==> src/rtl/pieo_enq_tracker_drr.sv <==
// ============================================================================
// Module      : pieo_enq_tracker_drr
// Description : DRR PIEO enqueue-side tracker. It issues one round-robin enqueue
//               per flow FIFO that holds data but owns no PIEO entry.
// Revision    : 1.0 - initial release
// ============================================================================
`default_nettype none

module pieo_enq_tracker_drr #(
    parameter int NUM_QUEUES = 3,
    parameter int ID_LOG     = $clog2(NUM_QUEUES),
    parameter int RANK_LOG   = 1,
    parameter int TIME_LOG   = 1
) (
    input  logic                                 clk,
    input  logic                                 rst_n,
    input  logic                                 en_in,
    input  logic [NUM_QUEUES-1:0]                fifo_tvalid,
    input  logic [NUM_QUEUES-1:0]                post_deq_end,
    input  logic                                 pieo_ready,
    output logic                                 pieo_enq_valid,
    output logic [ID_LOG+RANK_LOG+TIME_LOG-1:0]  pieo_enq_element,
    output logic                                 fifos_not_enq_flag,
    output logic [NUM_QUEUES-1:0]                enq_bitmap,
    output logic                                 err_sticky
);

    typedef enum logic [1:0] {
        IDLE  = 2'd0,
        ISSUE = 2'd1,
        GUARD = 2'd2
    } state_t;

    state_t                 state;
    logic [ID_LOG-1:0]      rr_ptr;
    logic [NUM_QUEUES-1:0]  cand;
    logic [ID_LOG-1:0]      sel;
    logic                   found;
    logic                   issue;
    int                     idx;
    logic [NUM_QUEUES-1:0]  set_mask;
    logic [NUM_QUEUES-1:0]  clr_mask;

    assign cand = fifo_tvalid & ~enq_bitmap;

    // Circular first-set search starting at the round-robin pointer.
    always_comb begin
        sel   = '0;
        found = 1'b0;
        idx   = 0;
        for (int k = 0; k < NUM_QUEUES; k++) begin
            idx = int'(rr_ptr) + k;
            if (idx >= NUM_QUEUES) idx = idx - NUM_QUEUES;
            if (!found && cand[idx]) begin
                found = 1'b1;
                sel   = ID_LOG'(idx);
            end
        end
    end

    assign issue    = (state == IDLE) && en_in && pieo_ready && found;
    assign set_mask = issue ? (NUM_QUEUES'(1) << sel) : '0;
    // An end pulse for a FIFO without an entry is a protocol error, not a clear.
    assign clr_mask = post_deq_end & enq_bitmap;

    assign fifos_not_enq_flag = ((|cand) & en_in) | (state != IDLE);

    always_ff @(posedge clk or negedge rst_n) begin
        if (!rst_n) begin
            state            <= IDLE;
            rr_ptr           <= '0;
            enq_bitmap       <= '0;
            pieo_enq_valid   <= 1'b0;
            pieo_enq_element <= '0;
            err_sticky       <= 1'b0;
        end else begin
            enq_bitmap <= (enq_bitmap & ~clr_mask) | set_mask;
            err_sticky <= err_sticky | (|(post_deq_end & ~enq_bitmap));
            case (state)
                IDLE: begin
                    if (issue) begin
                        state            <= ISSUE;
                        pieo_enq_valid   <= 1'b1;
                        pieo_enq_element <= {{(RANK_LOG+TIME_LOG){1'b0}}, sel};
                        rr_ptr           <= (sel == ID_LOG'(NUM_QUEUES-1)) ? '0 : sel + 1'b1;
                    end
                end
                ISSUE: begin
                    state            <= GUARD;
                    pieo_enq_valid   <= 1'b0;
                    pieo_enq_element <= '0;
                end
                GUARD: begin
                    if (pieo_ready) state <= IDLE;
                end
                default: begin
                    state            <= IDLE;
                    pieo_enq_valid   <= 1'b0;
                    pieo_enq_element <= '0;
                end
            endcase
        end
    end

endmodule

`default_nettype wire
==> config.mk <==
export PLATFORM = sky130hd
export DESIGN_NAME = pieo_enq_tracker_drr
export DESIGN_NICKNAME = d
export VERILOG_FILES = /design/src/rtl/pieo_enq_tracker_drr.sv
export SDC_FILE = /design/constraint.sdc
export NUM_CORES = 1
export LEC_CHECK = 0
export BUFFER_PORTS_ARGS = -buffer_cell sky130_fd_sc_hd__buf_2
export CAP_MARGIN = 20
export CORE_MARGIN = 1
export CORE_UTILIZATION = 55
export DETAILED_ROUTE_END_ITERATION = 10
export HOLD_SLACK_MARGIN = 0.06
export PLACE_DENSITY = 0.8
export SYNTH_ARGS = -nofsm -noshare
export SYNTH_HDL_FRONTEND = slang
export SYNTH_SLANG_ARGS = --single-unit
==> constraint.sdc <==
create_clock -name clk -period 3.15 [get_ports clk]
set_input_delay 0.945 -clock clk [delete_from_list [all_inputs] [get_ports clk]]
set_output_delay 0.945 -clock clk [all_outputs]
set_load 0.1 [all_outputs]
# Yosys cells after proc, flatten, opt, wreduce, memory -nomap -nowiden
# Cells that the tools add are included.
totals:
  register_bits: 13
  latchBits: 0
  ramBits: 0
  mem_bits_ro: 0
  inputBits: 10
  out_inout_bits: 10
  mem_count: 0
classes:
  n_addsub: 6
  n_mul: 0
  div: 0
  order_cmp: 6
  n_eq_ne: 5
  shifts: 1
  muxes: 27
  bitwise_logic: 11
  n_reduce_logical: 14
op_table:
  columns: ["operator", "count"]
  rows:
  - ["$lt 32x4->1 const B", 3]
  - ["$mux 32", 3]
  - ["$and 3x3->3", 4]
  - ["$mux 2", 6]
  - ["$mux 1", 10]
  - ["$pmux 4 s2", 1]
  - ["$sub 3x2->4 const B", 2]
  - ["$bmux 1 s2", 3]
  - ["$ge 3x2->1 const B", 2]
  - ["$not 3->3", 2]
  - ["$pmux 2 s3", 1]
  - ["$reduce_and 2->1", 3]
  - ["$reduce_or 3->1", 2]
  - ["$logic_and 1x1->1", 5]
  - ["$eq 2x2->1 const B", 2]
  - ["$mux 4", 1]
  - ["$ne 2x2->1 const B", 2]
  - ["$add 2x1->3 const B", 1]
  - ["$add 2x2->3 const B", 1]
  - ["$mux 3", 1]
  - ["$or 3x3->3", 1]
  - ["$shl 1x2->3 const A", 1]
  - ["$sub 2x2->3 const B", 1]
  - ["$add 2x1->2 const B", 1]
  - ["9 further kinds", 11]

# Longest topological paths before layout
depth:
  depth_word: 15
  ltp_mapped: 8
  depth_no_buf: 7

# Worst setup path after synthesis
# Ideal clock, no wire load.
synth_timing:
  kind: "register -> output"
  from: "reg enq_bitmap[1]"
  to: "out fifos_not_enq_flag"
  arrival_ps: 1981
  required_time_ps: 2205
  setup_slack_ps: 224
  stages_incl_launch_ff: 4
  n_path_buf: 0
  path_cell_list: "dfrtp_1 -> nand2b_4 -> nand3_1 -> a211o_1"
synth_between:
  elab_chain_len: 5
synth_rtl:
  columns: ["element", "line", "text"]
  rows:
  - ["from (decl)", "24", "output logic [NUM_QUEUES-1:0] enq_bitmap,"]
  - ["from (signal assigned)", "77", "enq_bitmap <= (enq_bitmap & ~clr_mask) | set_mask;"]
  - ["$not 3->3", "44", "assign cand = fifo_tvalid & ~enq_bitmap;"]
  - ["$and 3x3->3", "44", null]
  - ["$reduce_or 3->1", "66", "assign fifos_not_enq_flag = ((|cand) & en_in) | (state != IDLE);"]
  - ["$and 1x1->1", "66", null]
  - ["$or 1x1->1", "66", null]
  - ["to (decl)", "23", "output logic fifos_not_enq_flag,"]
# No other way between the ends.

# Worst setup path in the final report
layout_timing:
  from: "in fifo_tvalid[2]"
  to: "out fifos_not_enq_flag"
layout_between:
  elab_chain_len: 4
layout_rtl:
  columns: ["element", "line", "text"]
  rows:
  - ["from (decl)", "18", "input logic [NUM_QUEUES-1:0] fifo_tvalid,"]
  - ["$and 3x3->3", "44", null]
  - ["$reduce_or 3->1", "66", null]
  - ["$and 1x1->1", "66", null]
  - ["$or 1x1->1", "66", null]
# No other way between the ends.

==> metrics.cfg <==
[sta]
fmax_mhz=350
setup_viol_count_final=0
hold_violations=0
rsz0062_at_grt=false
finalCriticalPeriod_ns=2.86
skew_ns=0.00347
fin_tns_setup_ns=0
drv_slew=0
timing.final.crit_share=0.908

[logic_synthesis]
synth_area_leaders=dfrtp_1, ha_1, inv_1, nand2_1, mux2i_1
synth_cells=88
syn_avg_cell_area_um2=9.51
synth_edf_count=0
synth_top_cell_by_area=dfrtp_1
ys.flop_type=dfrtp_1
ys_types=39
ys_warn_count=0
ys_ff_latch=11
synthArstFlopShare=1.00
synth_seq_area_share=0.329
synth_top_area_frac=0.329
synth_most_common_cell=dfrtp_1
syn_area_um2=837
netlist_top_cells_count=dfrtp_1, inv_1, nand2_1, nand3_1, nor2_1

[grt]
gr-total-overflow=0
grt_pass1_vias=607
antenna_found_initial=0
grt_max_degree=12
grt_usage=0.228
grt_pass1_wl_um=2500

[clocking]
cts_tree=done
cts.sinks=11
cts_root_buf=clkbuf_4
hold_buffers=0
cts_resized=0
post_cts_buffers=0
clk_path_buf_depth=2
htreeDepth=1
clkTransAtPathRegs_ns=0.06
cts_made_buffers=3
clock_latency_ns=0.26

[critical_path]
worstPathMaxFanout=5
critPathLaunchType=primary input
reg2regPathDepth=7
critPathKind=in2out
r2r_end=rr_ptr[1]$_DFFE_PN0P_
r2r-start=rr_ptr[0]$_DFFE_PN0P_
required_ns=2.20
cp-end-kind=output pin
crit_arrival_ns=1.91
rrSetupSlack_ns=0.85

[floorplanning]
die_area_um2=1680
die_x_um=41.0
row_count=13
core_um2=1350
ios=20
initial_core_util=0.620
die_h_um=41.0

[placement]
dp_hpwl_um=1320
gp_congestion=0.903
numPortBuffers=17

[route]
wl_per_cell_um=13.9
dr_total_vias=740
drt_wl_total_um=1670
ant_nets=0
dr.pass1.iters=5
avgViaCountPerCell=6.17
drc=0
drtIter0Drc=22

[finish]
syn2layout_area_growth_pct=11.7
nets=119
drive_above_1_share=0.295
diodes=0

[outcome]
status=complete, no violations

[min_path]
min_path_cells=1
hold_path_class=reg2reg
hp-start=err_sticky$_DFF_PN0_
hold_end=err_sticky$_DFF_PN0_

[run]
cap_violations=0

## worst max path at each step
stage	start	to
floorplan	enq_bitmap[1]$_DFF_PN0_	fifos_not_enq_flag
global placement	fifo_tvalid[0]	fifos_not_enq_flag
detailed placement	fifo_tvalid[0]	fifos_not_enq_flag
CTS	fifo_tvalid[0]	fifos_not_enq_flag
global route	fifo_tvalid[2]	fifos_not_enq_flag
finish	fifo_tvalid[2]	fifos_not_enq_flag
## cell families after synthesis
group                      after synthesis  share of synthesized area
AOI/OAI and AO/OA                       24                      0.253
adders and majority gates                3                     0.0448
muxes                                    5                     0.0628
buffers and inverters                   14                     0.0837
other                                    1                    0.00448
DFF                                     11                      0.329
and+or+nand+nor                         30                      0.223
## per-layer routing
metal | GRT usage | up-vias | wire length (um)
li1 | - | 348 | -
met1 | 0.307 | 344 | 758
met2 | 0.352 | 40 | 777
met3 | 0.0815 | 8 | 103
met4 | 0.0417 | 0 | 29
met5 | 0 | - | 0
## state kept, by name, indices dropped and copies added (netlist names)
name              cells
enq_bitmap            3
state                 2
pieo_enq_element      2
pieo_enq_valid        1
rr_ptr                2
err_sticky            1
## layout make-up
| cell class | count | area, um^2 |
|---|---|---|
| Clock buffer | 4 | 26.3 |
| Timing Repair Buffer | 17 | 85.1 |
| Inverter | 9 | 33.8 |
| Tap cell | 15 | 18.8 |
| Fill cell | 121 | 415 |
| Multi-Input combinational cell | 64 | 495 |
| Sequential cell | 11 | 275 |
## per-stage QoR
stage / worst slack [ns] / hold WS, ns / cells / area (um^2) / utilization
2_1_floorplan: 0.224 / 0.463 / 89 / 841 / -
3_3_place_gp: 0.306 / 0.458 / 116 / 908 / 0.673
3_5_place_dp: 0.298 / 0.456 / 116 / 908 / 0.673
4_1_cts: 0.295 / 0.472 / 120 / 935 / 0.692
5_1_grt: 0.245 / 0.486 / 120 / 935 / 0.692
6_report: 0.291 / 0.471 / 120 / 935 / 0.692
## placed cells by master, fill, tap and decap left out, types with 3 or more instances in the layout
cell type,count
nand2_1,9
buf_2,17
ha_1,3
a211o_1,3
a21oi_1,3
dfrtp_1,11
nor2_1,4
nand3_1,4
clkbuf_4,3
inv_1,9
mux2i_1,3
## worst max-delay path: stages
cell	delay [ns]
buf_2	0.12
nand2b_1	0.17
nand3_1	0.10
a211o_1	0.29
buf_2	0.29
Power is not shown: default switching activity piles up to over one toggle a cycle in this logic, so the estimate is an artifact.
